`src/rtl/imem_loader.sv`:
```
// rtl/imem_loader.sv - framed byte-stream loader that fills instruction memory and releases the CPU
module imem_loader #(
    parameter int unsigned ADDR_WIDTH = 10,
    parameter logic [31:0] BASE_ADDR  = 32'h00000000
) (
    input  logic        clk,
    input  logic        reset,
    input  logic        in_valid,
    input  logic [7:0]  in_data,
    output logic        in_ready,
    output logic        mem_we,
    output logic [31:0] mem_addr,
    output logic [31:0] mem_wdata,
    output logic        cpu_reset,
    output logic        done,
    output logic        error
);

    typedef enum logic [2:0] {
        S_HDR_HI,
        S_HDR_LO,
        S_DATA,
        S_CSUM,
        S_DONE,
        S_ERROR
    } state_t;

    // Largest word count the memory can hold; the 16-bit header cannot exceed 2^16 anyway
    localparam logic [31:0] MAX_WORDS = (ADDR_WIDTH >= 16) ? 32'h0001_0000 : (32'd1 << ADDR_WIDTH);

    state_t      state;
    state_t      next_state;

    logic [7:0]  count_hi;
    logic [15:0] word_count;
    logic [15:0] word_idx;
    logic [1:0]  byte_cnt;
    logic [23:0] shift;
    logic [7:0]  csum;

    logic        transfer;
    logic [15:0] header_n;
    logic        last_word;

    assign transfer  = in_valid && in_ready;
    assign header_n  = {count_hi, in_data};
    assign last_word = ((word_idx + 16'd1) == word_count);

    // State register and registered in_ready derived from the upcoming state
    always_ff @(posedge clk) begin
        if (reset) begin
            state    <= S_HDR_HI;
            in_ready <= 1'b0;
        end else begin
            state    <= next_state;
            in_ready <= (next_state != S_DONE) && (next_state != S_ERROR);
        end
    end

    // Next-state decode; every state holds unless a byte is transferred
    always_comb begin
        next_state = state;
        case (state)
            S_HDR_HI: begin
                if (transfer) next_state = S_HDR_LO;
            end
            S_HDR_LO: begin
                if (transfer) begin
                    if ({16'd0, header_n} > MAX_WORDS) next_state = S_ERROR;
                    else if (header_n == 16'd0)        next_state = S_CSUM;
                    else                               next_state = S_DATA;
                end
            end
            S_DATA: begin
                if (transfer && (byte_cnt == 2'd3) && last_word) next_state = S_CSUM;
            end
            S_CSUM: begin
                if (transfer) next_state = (in_data == csum) ? S_DONE : S_ERROR;
            end
            default: next_state = state;
        endcase
    end

    // Header capture, word assembly, checksum accumulation and the one-cycle write strobe
    always_ff @(posedge clk) begin
        if (reset) begin
            count_hi   <= 8'd0;
            word_count <= 16'd0;
            word_idx   <= 16'd0;
            byte_cnt   <= 2'd0;
            shift      <= 24'd0;
            csum       <= 8'd0;
            mem_we     <= 1'b0;
            mem_addr   <= BASE_ADDR;
            mem_wdata  <= 32'd0;
        end else begin
            mem_we <= 1'b0;
            if (transfer) begin
                case (state)
                    S_HDR_HI: count_hi   <= in_data;
                    S_HDR_LO: word_count <= header_n;
                    S_DATA: begin
                        shift    <= {shift[15:0], in_data};
                        csum     <= csum ^ in_data;
                        byte_cnt <= byte_cnt + 2'd1;
                        if (byte_cnt == 2'd3) begin
                            mem_we    <= 1'b1;
                            mem_wdata <= {shift, in_data};
                            mem_addr  <= BASE_ADDR + {14'd0, word_idx, 2'b00};
                            word_idx  <= word_idx + 16'd1;
                        end
                    end
                    default: ;
                endcase
            end
        end
    end

    // Status flags decoded straight from the terminal states
    always_comb begin
        done      = (state == S_DONE);
        error     = (state == S_ERROR);
        cpu_reset = (state != S_DONE);
    end

endmodule

```
`config.mk`:
```
export PLATFORM = sky130hd
export DESIGN_NAME = imem_loader
export DESIGN_NICKNAME = d
export VERILOG_FILES = /design/src/rtl/imem_loader.sv
export SDC_FILE = /design/constraint.sdc
export NUM_CORES = 1
export LEC_CHECK = 0
export BUFFER_PORTS_ARGS = -buffer_cell sky130_fd_sc_hd__buf_2
export CAP_MARGIN = 20
export CORE_ASPECT_RATIO = 1.1
export CORE_MARGIN = 4
export CORE_UTILIZATION = 60
export CTS_BUF_LIST = sky130_fd_sc_hd__clkbuf_8
export DETAILED_ROUTE_END_ITERATION = 16
export PLACE_DENSITY = 0.83
export SLEW_MARGIN = 20
export SYNTH_ARGS = -nofsm -noshare
export SYNTH_HDL_FRONTEND = slang
export SYNTH_SLANG_ARGS = --single-unit
```
`constraint.sdc`:
```
create_clock -name clk -period 3.7 [get_ports clk]
set_clock_uncertainty 0.05 [all_clocks]
set_input_delay 0.37 -clock clk [delete_from_list [all_inputs] [get_ports clk]]
set_output_delay 0.37 -clock clk [all_outputs]
set_load 0.005 [all_outputs]
```
# After elaboration in Yosys (flattened, before gate mapping)

Cells that the tools add are included.

Flip-flop bits (word level): 127
Word-level logic and storage cells: 48
Output and inout port bits: 69
Bits of input ports: 11

Equal/unequal tests: 11
Order comparisons: 1
Bitwise gates (word level): 3
$add $sub $neg: 2
Multiplexer cells: 9
Reduce and logical (&&, ||, !) cells: 11

Operator list:

| cell                    | number |
|---|---|
| $add A16 B1 Y16 const B | 1 |
| $eq A16 B16 Y1          | 1 |
| $gt A16 B11 Y1 const B  | 1 |
| $logic_not A16 Y1       | 1 |
| $mux W3                 | 5 |
| $pmux W3 S4             | 1 |
| $ne A3 B3 Y1 const B    | 3 |
| $eq A8 B8 Y1            | 1 |
| $xor A8 B8 Y8           | 1 |
| $eq A3 B2 Y1 const B    | 2 |
| $eq A3 B3 Y1 const B    | 2 |
| $reduce_and A2 Y1       | 3 |
| $logic_and A1 B1 Y1     | 4 |
| $eq A3 B1 Y1 const B    | 1 |
| $logic_not A3 Y1        | 1 |
| $mux W1                 | 3 |
| $reduce_and A3 Y1       | 1 |
| $reduce_or A3 Y1        | 1 |
| $add A2 B1 Y2 const B   | 1 |
| $eq A2 B2 Y1 const B    | 1 |
| $not A1 Y1              | 2 |

# Longest topological paths before layout

Gate-level depths: netlist of run 1.

Depth after elaboration: 7
Depth in mapped cells: 8
Mapped depth without buffers: 7

# Worst setup path after synthesis of run 1

No wires, ideal clock.

Kind: reg2reg
Start: reg word_idx[0]
End: reg state[0]
Required time: 3.563 ns
Slack: 1.819 ns
Stages on the path, launching flop included: 8
Setup time: 0.087 ns
Data arrival time: 1.744 ns
Cells stage by stage: dfxtp_1 > ha_1 > nand3_4 > nor4_4 > xnor2_1 > nor4_2 > nand4_1 > o31ai_1

Longest elaborated chain between the ends: 5

Ends and longest elaborated chain:

| what                     | RTL line | text |
|---|---|---|
| start: declaration       | 36       | `logic [15:0] word_idx;` |
| start signal: assignment | 110      | `word_idx <= word_idx + 16'd1;` |
| $add A16 B1 Y16          | 47       | `assign last_word = ((word_idx + 16'd1) == word_count);` |
| $eq A16 B16 Y1           | 47       |  |
| $logic_and A1 B1 Y1      | 75       | `if (transfer && (byte_cnt == 2'd3) && last_word) next_state = S_CSUM;` |
| $mux W3                  | 75       |  |
| $pmux W3 S4              | 63       | `case (state)` |
| end signal: assignment   | 55       | `state <= next_state;` |
| end: declaration         | 31       | `state_t state;` |

No other way between the ends.
A chain may end at the register's enable or synchronous reset.

# Worst setup path after layout of run 1

Start: reg state[1]
End: reg csum[3]

Longest elaborated chain between the ends: 2

Ends and longest elaborated chain:

| what                        | RTL line | text |
|---|---|---|
| $eq A3 B2 Y1                | 99       | `case (state)` |
| $reduce_and A2 Y1 (no line) | -        |  |
| end signal: assignment      | 104      | `csum <= csum ^ in_data;` |
| end: declaration            | 39       | `logic [7:0] csum;` |

No other way between the ends.

==> results of run 1 <==
## power groups by stage
stage                     Sequential [uW]  Combinational, uW  Clock (uW)
after CTS                            1390               97.5        1240
after global routing                 1390                110        1300
after floorplan                      1420               85.9           0
final                                1390               99.4        1230
after global placement               1420               94.6           0
after detailed placement             1420               96.6           0
## worst min-delay path, delay by kind of cell
family	cells	cell delay, ns
AO/OA/AOI/OAI	1	0.05
buffers and inverters	1	0.15
AND/OR/NAND/NOR	1	0.07
## metal layers
layer	routed length [um]	vias up
met2	5501	163
met5	0	-
met3	877	29
li1	-	2274
met4	269	0
met1	5146	2114
## worst max-delay path by stage
stage                      from  endpoint  slack, ns  cells after the start
floorplan           word_idx[0]  state[0]       1.82                      7
global placement       state[1]   csum[7]       1.36                      5
detailed placement     state[1]   csum[6]       1.28                      5
CTS                    state[1]   csum[3]       1.17                      5
global route           state[1]   csum[4]       0.89                      5
finish                 state[1]   csum[3]       1.11                      5
## cell families (layout without fill, tap and decap cells)
| kind of cell | Yosys count | in the layout | share of synthesized area [%] |
|---|---|---|---|
| AND/OR/NAND/NOR | 282 | 282 | 23.29 |
| AO/OA/AOI/OAI | 139 | 139 | 13.63 |
| flip-flops | 127 | 127 | 47.18 |
| buffers and inverters | 64 | 100 | 6.083 |
| XOR/XNOR | 48 | 48 | 7.801 |
| multiplexers | 8 | 8 | 1.486 |
| adder cells (fa/ha/maj) | 2 | 2 | 0.4643 |
| other | 1 | 16 | 0.06959 |
## cell type report
class                      instances  area, um2
timing repair buffer              67      347.8
clock buffer                      19      261.5
clock inverter                    12      145.1
sequential                       127       2542
fill                             703       2796
tap                              114      142.6
multi-input combinational        495       2585
inverter                           2      7.507
## flip-flops by register name, summed over array words and instances (netlist names)
signal      cells
mem_wdata      32
csum            8
state           3
mem_addr       16
count_hi        8
byte_cnt        2
mem_we          1
word_count     16
word_idx       16
shift          24
in_ready        1
## Yosys cell counts (all sizes together), types with 3 or more instances
master,n,area share (%)
a21oi,100,9.3
a311oi,3,0.49
a31oi,4,0.46
and3,5,0.60
buf,41,4.5
clkbuf,21,1.5
dfxtp,127,47
mux2i,8,1.5
nand2,182,13
nand2b,5,0.58
nand3,11,1.6
nand4,10,1.2
nor2,42,3.0
nor3,6,0.56
nor4,8,1.4
o21ai,25,2.3
or3,4,0.49
xnor2,20,3.3
xor2,28,4.6
## per-stage QoR
| step | cells | hold slack [ns] | setup slack (ns) | util (%) |
|---|---|---|---|---|
| final | 836 | 0.1917 | 1.109 | 68.32 |
| after global routing | 836 | 0.1848 | 0.8914 | 68.32 |
| after global placement | 805 | 0.3895 | 1.363 | 63.62 |
| after CTS | 836 | 0.1738 | 1.172 | 68.23 |
| after detailed placement | 805 | 0.3935 | 1.276 | 63.62 |
| after floorplan | 686 | 0.3821 | 1.819 | - |
==> metrics.txt, run 1 <==
final global-route overflow total 0; H-tree levels 4; CTS-repair resized insts 0; FF+latch count, synth 127; Hold Fails Final Rpt 0; largest net degree at the start of global routing 90; Syn Inst Count 671; max incr delay on CP 0.78 ns; Avg Cell Area, Syn 8.031 um2; core outline area 8828 um2; via count 4580; P_leak 0.002276 uW; CP delay by family, top simple AND/OR/NAND/NOR gates; hold crit path type input pin to flop; DRT antenna net count 0; worst path required time 3.98 ns; gr usage total 23.12%; period utilization 70.04%; layer with the highest usage met2; final WL 11790 um; Sw Share 22.75%; Routed WL per cell 14.11 um; Critical-path top delay cell dfxtp_1; Worst Hold Endpoint mem_wdata[0]; hold wc startpoint in_data[0]; Final Cell Area 6032 um2; TritonCTS Buffers 17; reg2reg path depth 5; post-CTS setup buffers 0; leading cell type in the layout, fill and taps excluded nand2_1; Clock Tree Root clkbuf_8; worst-path maximum fanout 26; startpoint types flop; post-route minimum period 2.591 ns; Max Fclk 385.9 MHz; Hold Buf Count CTS 0; critical path data arrival time 2.87 ns; Initial DRC Count 364; Post-Syn Area 5389 um2; outcome completed; Die Ht 107.4 um; Distinct cells, synth 42; row cnt 36; capturing point of the worst reg2reg path csum[3]; CTS tree built; worst skew pair latency 0.44 ns; GRT met3 Usage 7.647%; P_int 2100 uW; Yosys warning count 0; Clock transition at path regs 0.07 ns; sequential area share after synthesis 47.18%; number of synthesized flops with an enable pin 0; DP HPWL 7893 um; Worst-Margin Slew 0.9680 ns; M2 GR Usage 36.47%; Final #Nets 723; critical setup path kind flop to flop; IO buf count 63; Comb power frac 3.7%; DIE WIDTH 98.36 um; Placer Congestion 0.8563; die area 10560 um2; TNS Setup 0 ns; endpoints failing setup 0; largest vdd supply drop 245.4 uV; clk sinks 127; async set-reset flop share out of synthesis 0%; critical-path cell list nor2b_1 > and2_1 > nand2_1 > xor2_1 > nor2_1; flop-to-flop setup slack 1.11 ns; Clock Power Share 45.1%; Pwr Total 2719 uW; DR vias/cell 5.478; synth-to-layout area growth 11.93%; Worst Path Buf+Inv 0; RSZ-0062 raised after global routing false; initial antenna violation count 0; Final Max Slew Viols 0; vias in the first global route 4332; DRT Pass-1 Iters 5; commonest non-fill, non-tap cells in the layout nand2_1, dfxtp_1, a21oi_1, buf_2, nor2_1; CTS Buffer Depth 2; I/O pins 80; power share of the sequential group 51.2%; R2R Path Start state[1]; Net Sw Power 618.7 uW; CP endpoint kind flop; max_slew headroom 35.23%; met1 global-route usage 29.17%; layout cells sized above 1 14.54%; worst hold path depth 3; DRC viols 0; # diodes 0; initial core utilization 61.04%; placed inst area 5617 um2; max-cap violations 0; first-pass GRT wire length 19940 um; Power Dens Cells 450.7 nW/um2; prevailing post-synth register cell dfxtp_1
No activity file was read; power rests on OpenSTA's default activity.
==> inputs of run 2 (changes only) <==
--- a/config.mk
+++ b/config.mk
@@ -9,10 +9,10 @@
 export CAP_MARGIN = 20
 export CORE_ASPECT_RATIO = 1.1
 export CORE_MARGIN = 4
-export CORE_UTILIZATION = 60
+export CORE_UTILIZATION = 59
 export CTS_BUF_LIST = sky130_fd_sc_hd__clkbuf_8
 export DETAILED_ROUTE_END_ITERATION = 16
-export PLACE_DENSITY = 0.83
+export PLACE_DENSITY = 0.82
 export SLEW_MARGIN = 20
 export SYNTH_ARGS = -nofsm -noshare
 export SYNTH_HDL_FRONTEND = slang
==> constraint.sdc (replaced) <==
create_clock -name clk -period 2.5 [get_ports clk]
set_clock_uncertainty 0.05 [all_clocks]
set_input_delay 0.25 -clock clk [delete_from_list [all_inputs] [get_ports clk]]
set_output_delay 0.25 -clock clk [all_outputs]
set_load 0.005 [all_outputs]
==> run 2 against run 1 <==
  * Sequential share of layout area is 0.62 points lower
  * Sequential power is 48% higher
  * Flip-flop and latch count stayed put
  * Global-route usage is 1.1 points higher
  * Die area is 1.6% higher
  * Clock-buffer cell count is 2 lower
  * Utilization is 0.67 points higher
  * Final cell count is 0.84% higher
  * Fmax is 21% higher
  * Largest cell class unchanged
==> metrics.txt, run 2 (synthesis gave the netlist of run 1 again) <==
outcome completed (unchanged); P_leak 0.002323 uW (was 0.002276 uW); Final Max Slew Viols 0 (unchanged); DP HPWL 8337 um (was 7893 um); Placed Cells 812 (was 805); worst setup margin 0.3518 ns (was 1.109 ns); synth-to-layout area growth 13.61% (was 11.93%); vias in the first global route 4543 (was 4332); Pwr Total 4166 uW (was 2719 uW); RSZ-0062 raised after global routing false (unchanged); hold crit path type input pin to flop (unchanged); Die Ht 108.2 um (was 107.4 um); # diodes 0 (unchanged); layout cells sized above 1 15.78% (was 14.54%); CTS-repair resized insts 0 (unchanged); Regs by FF count mem_wdata x32, shift x24 (unchanged); row cnt 36 (unchanged); Critical-path top delay cell dfxtp_1 (unchanged); Hold Fails Final Rpt 0 (unchanged); largest vdd supply drop 355.0 uV (was 245.4 uV); Routed WL per cell 14.86 um (was 14.11 um); critical-path cell list ha_1 > nand3_4 > nor4_4 > xnor2_1 > nor4_2 > nand4_1 > o31ai_1 (was nor2b_1 > and2_1 > nand2_1 > xor2_1 > nor2_1); CP delay by family, top simple AND/OR/NAND/NOR gates (unchanged); DIE WIDTH 99.13 um (was 98.36 um); TNS Setup 0 ns (unchanged); DR vias/cell 5.547 (was 5.478); H-tree levels 4 (unchanged); endpoints failing setup 0 (unchanged); max FFs per register 32 (unchanged); via count 4676 (was 4580); critical setup path kind flop to flop (unchanged); Worst Path Buf+Inv 0 (unchanged); Worst-Margin Slew 0.8885 ns (was 0.9680 ns); startpoint types flop (unchanged); CP endpoint kind flop (unchanged); max-cap violations 0 (unchanged); DRT Pass-1 Iters 5 (unchanged); IO buf count 63 (unchanged); largest net degree at the start of global routing 127 (was 90); final WL 12530 um (was 11790 um); worst-path maximum fanout 7 (was 26); post-route minimum period 2.148 ns (was 2.591 ns); pre-CTS setup slack 0.3795 ns (was 1.276 ns); die area 10730 um2 (was 10560 um2); CTS tree built (unchanged); max incr delay on CP 0.49 ns (was 0.78 ns); post-CTS setup buffers 0 (unchanged); Max Fclk 465.5 MHz (was 385.9 MHz); Clock Tree Root clkbuf_8 (unchanged); Power Dens Cells 680.4 nW/um2 (was 450.7 nW/um2); leading cell type in the layout, fill and taps excluded nand2_1 (unchanged); DRT antenna net count 0 (unchanged); Final #Nets 730 (was 723); TritonCTS Buffers 17 (unchanged); Placer Congestion 0.8644 (was 0.8563); max_slew headroom 40.62% (was 35.23%); critical path data arrival time 2.44 ns (was 2.87 ns); commonest non-fill, non-tap cells in the layout nand2_1, dfxtp_1, a21oi_1, buf_2, nor2_1 (unchanged); Hold Buf Count CTS 0 (unchanged); initial core utilization 60.73% (was 61.04%); DRC viols 0 (unchanged); gr usage total 24.25% (was 23.12%); Initial DRC Count 346 (was 364); CTS Buffer Depth 2 (unchanged); final core occ 68.99% (was 68.32%); Biggest register mem_wdata (unchanged); worst path required time 2.79 ns (was 3.98 ns); worst skew pair latency 0.43 ns (was 0.44 ns); period utilization 85.93% (was 70.04%); core outline area 8874 um2 (was 8828 um2); clk sinks 127 (unchanged); non-filler cells, final 843 (was 836); Clock transition at path regs 0.07 ns (about the same); final global-route overflow total 0 (unchanged); first-pass GRT wire length 21020 um (was 19940 um); I/O pins 80 (unchanged); initial antenna violation count 0 (unchanged)
run 2: cell types whose count changed in the layout (fill, tap and decap cells not counted), moves of 2 or more:
cell,change
buf_4,+6
clkinv_4,+3
inv_1,-3
clkbuf_8,-2
inv_6,+2
run 2: final timing paths:
path / startpoint / to / slack [ns] / depth (start not counted)
setup / recovery: word_idx[0] / state[0] / 0.35 / 7
hold / removal: in_data[3] / mem_wdata[3] / 0.06 / 3
setup reg to reg: word_idx[0] / state[0] / 0.35 / 7
hold reg to reg: mem_addr[9] / mem_addr[9] / 0.40 / 2
run 2: stage by stage:
stage | cell area, um2 | hold slack, ns
global route | 6122 | 0.06147
floorplan | 5445 | 0.3360
CTS | 6122 | 0.04379
finish | 6122 | 0.06314
detailed placement | 5682 | 0.3931
global placement | 5682 | 0.3881
run 2: power breakdown:
group | total [uW] | internal, uW | switching (uW) | leakage, uW
combinational | 159 | 51.2 | 108 | 0.00109
sequential | 2060 | 2040 | 18.4 | 0.00102
clock | 1950 | 1100 | 850 | 0.000211
run 2: area by class of cell:
class	count	area (um2)
tap	114	142.6
fill	718	2751
multi-input combinational	495	2576
clock buffer	17	234.0
sequential	127	2542
inverter	2	7.507
timing repair buffer	74	412.9
clock inverter	14	206.4
run 2: worst register-to-register path, delay by kind of cell (launching register included):
kind,cells,cell delay (ns)
compound gates,1,0.26
xor+xnor,1,0.10
fa+ha+maj,1,0.32
flops,1,0.49
simple gates,4,0.85
run 2: per-layer routing:
metal  routed length (um)  global-route usage [%]  share of wire, %  vias to the layer above
met2                 6048                   39.78                48                      175
met4                  282                   9.366               2.3                        0
met5                    0                       0                 0                        -
met1                 5357                   30.44                43                     2182
li1                     -                       -                 -                     2290
met3                  840                   6.645               6.7                       29
==> inputs of run 3 (changes only) <==
==> config.mk (replaced) <==
export PLATFORM = sky130hd
export DESIGN_NAME = imem_loader
export DESIGN_NICKNAME = d
export VERILOG_FILES = /design/src/rtl/imem_loader.sv
export SDC_FILE = /design/constraint.sdc
export NUM_CORES = 1
export LEC_CHECK = 0
export CAP_MARGIN = 20
export CORE_ASPECT_RATIO = 1.1
export CORE_MARGIN = 4
export CORE_UTILIZATION = 60
export CTS_BUF_LIST = sky130_fd_sc_hd__clkbuf_8
export DETAILED_ROUTE_END_ITERATION = 16
export DONT_BUFFER_PORTS = 1
export PLACE_DENSITY = 0.76
export SLEW_MARGIN = 20
export SYNTH_ARGS = -nofsm -noshare
export SYNTH_HDL_FRONTEND = slang
export SYNTH_SLANG_ARGS = --single-unit
==> run 3 against run 2 <==
  * First-iteration DRC count down 29%
  * Die area down 1.5%
  * Fmax down 8.8%
  * Clock power down 9%
  * Global-route usage up 0.26 points
  * Worst setup slack worse by 0.21 ns
  * Sequential share of layout area up 1.5 points
  * Register-to-register slack worse by 0.21 ns
==> metrics.txt, run 3 (synthesis gave the netlist of run 1 again) <==
DRT antenna net count 0 (unchanged); final core occ 66.99% (was 68.99%); max incr delay on CP 0.56 ns (was 0.49 ns); CP Depth 6 (was 7); Clock Tree Root clkbuf_8 (unchanged); largest net degree at the start of global routing 120 (was 127); Comb power frac 3.8% (about the same); P_int 3034 uW (was 3190 uW); max FFs per register 32 (unchanged); clk sinks 127 (unchanged); Power Dens Cells 673.1 nW/um2 (was 680.4 nW/um2); commonest non-fill, non-tap cells in the layout nand2_1, dfxtp_1, a21oi_1, nor2_1, xor2_1 (was nand2_1, dfxtp_1, a21oi_1, buf_2, nor2_1); post-CTS setup buffers 0 (unchanged); DIE WIDTH 98.36 um (was 99.13 um); Regs by FF count mem_wdata x32, shift x24 (unchanged); TNS Setup 0 ns (unchanged); # diodes 0 (unchanged); P_leak 0.002056 uW (was 0.002323 uW); synth-to-layout area growth 9.752% (was 13.61%); Net Sw Power 947.3 uW (was 975.8 uW); largest vdd supply drop 423.3 uV (was 355.0 uV); DR vias/cell 5.574 (was 5.547); CTS Buffer Depth 2 (unchanged); fillers 776 (was 718); Sw Share 23.79% (was 23.42%); die area 10560 um2 (was 10730 um2); reg2reg path depth 6 (was 7); Clock transition at path regs 0.08 ns (was 0.07 ns); worst-path maximum fanout 24 (was 7); row cnt 36 (unchanged); worst hold slack 0.06041 ns (was 0.06314 ns); power share of the sequential group 51.7% (was 49.4%); Final Max Slew Viols 0 (unchanged); DRT Pass-1 Iters 6 (was 5); I/O pins 80 (unchanged); CTS tree built (unchanged); initial core utilization 61.04% (was 60.73%); critical setup path kind flop to flop (unchanged); post-route minimum period 2.354 ns (was 2.148 ns); Max Fclk 424.7 MHz (was 465.5 MHz); startpoint types flop (unchanged); endpoints failing setup 0 (unchanged); Worst-Margin Slew 0.7841 ns (was 0.8885 ns); max-cap violations 0 (unchanged); Worst Path Buf+Inv 2 (was 0); via count 4426 (was 4676); Critical-path top delay cell dlygate4sd3_1 (was dfxtp_1); CP endpoint kind flop (unchanged); Biggest register mem_wdata (unchanged); Die Ht 107.4 um (was 108.2 um); worst skew pair latency 0.43 ns (about the same); first-pass GRT wire length 20790 um (was 21020 um); critical-path cell list and3b_1 > and3_2 > buf_4 > nand2_1 > a21oi_1 > dlygate4sd3_1 (was ha_1 > nand3_4 > nor4_4 > xnor2_1 > nor4_2 > nand4_1 > o31ai_1); TritonCTS Buffers 17 (unchanged); layout cells sized above 1 7.500% (was 15.78%); gr usage total 24.51% (was 24.25%); initial antenna violation count 0 (unchanged); outcome completed (unchanged); RSZ-0062 raised after global routing false (unchanged); Final #Nets 682 (was 730); CP delay by family, top buffers and inverters (was simple AND/OR/NAND/NOR gates); Placer Congestion 0.8917 (was 0.8644); core outline area 8828 um2 (was 8874 um2); Initial DRC Count 246 (was 346); DP HPWL 8152 um (was 8337 um); final global-route overflow total 0 (unchanged); leading cell type in the layout, fill and taps excluded nand2_1 (unchanged); worst hold path depth 3 (unchanged); H-tree levels 4 (unchanged); IO buf count 0 (was 63); max_slew headroom 47.60% (was 40.62%); Routed WL per cell 15.82 um (was 14.86 um); worst path required time 2.82 ns (was 2.79 ns); vias in the first global route 4431 (was 4543); critical path data arrival time 2.68 ns (was 2.44 ns); Clock Power Share 44.5% (was 46.8%); Hold Fails Final Rpt 0 (unchanged); final WL 12560 um (was 12530 um); period utilization 94.18% (was 85.93%); hold crit path type input pin to flop (unchanged); DRC viols 0 (unchanged); Pwr Total 3981 uW (was 4166 uW)
run 3: final timing paths:
check	endpoint	from	slack, ns
max	mem_wdata[14]	in_ready	0.15
min	csum[2]	in_data[2]	0.06
max reg2reg	mem_wdata[14]	in_ready	0.15
min reg2reg	shift[17]	shift[17]	0.41
run 3: worst register-to-register path, stage by stage, from the launching register on:
cell           delay [ns]
dfxtp_1              0.42
and3b_1              0.33
and3_2               0.38
buf_4                0.33
nand2_1              0.10
a21oi_1              0.12
dlygate4sd3_1        0.56
run 3: power groups by stage:
stage,registers [uW],logic [uW],clock network [uW]
2_1_floorplan,2100,127,0
3_3_place_gp,2100,94.3,0
3_5_place_dp,2100,96.3,0
4_1_cts,2060,149,1790
5_1_grt,2060,166,1880
6_report,2060,151,1770
run 3: cell type report:
type / instances / area (um2) / area share, %
multi-input combinational: 495 / 2576 / 43.56
clock inverter: 11 / 131.4 / 2.221
clock buffer: 19 / 261.5 / 4.421
timing repair buffer: 26 / 252.7 / 4.273
inverter: 2 / 7.507 / 0.1269
sequential: 127 / 2542 / 42.99
tap: 114 / 142.6 / 2.412
run 3: stage by stage:
stage | std cells | cell area, um2 | setup slack (ns)
finish | 794 | 5914 | 0.1455
global route | 794 | 5914 | 0.03304
CTS | 794 | 5914 | 0.2076
detailed placement | 748 | 5344 | 0.4225
global placement | 748 | 5344 | 0.5297
floorplan | 686 | 5445 | 0.6193
run 3: timing repair:
action	in CTS	in global routing
gates resized for setup	0	0
endpoints found under the hold margin	126	0
hold buffers	16	0
run 3: per-layer routing:
metal	share of wire (%)	GRT usage, %	wire length [um]	vias up
met5	0	0	0	-
met4	3.0	10.24	383	0
met3	7.1	8.036	889	39
met2	50	41.30	6230	136
met1	40	28.63	5059	2052
li1	-	-	-	2199
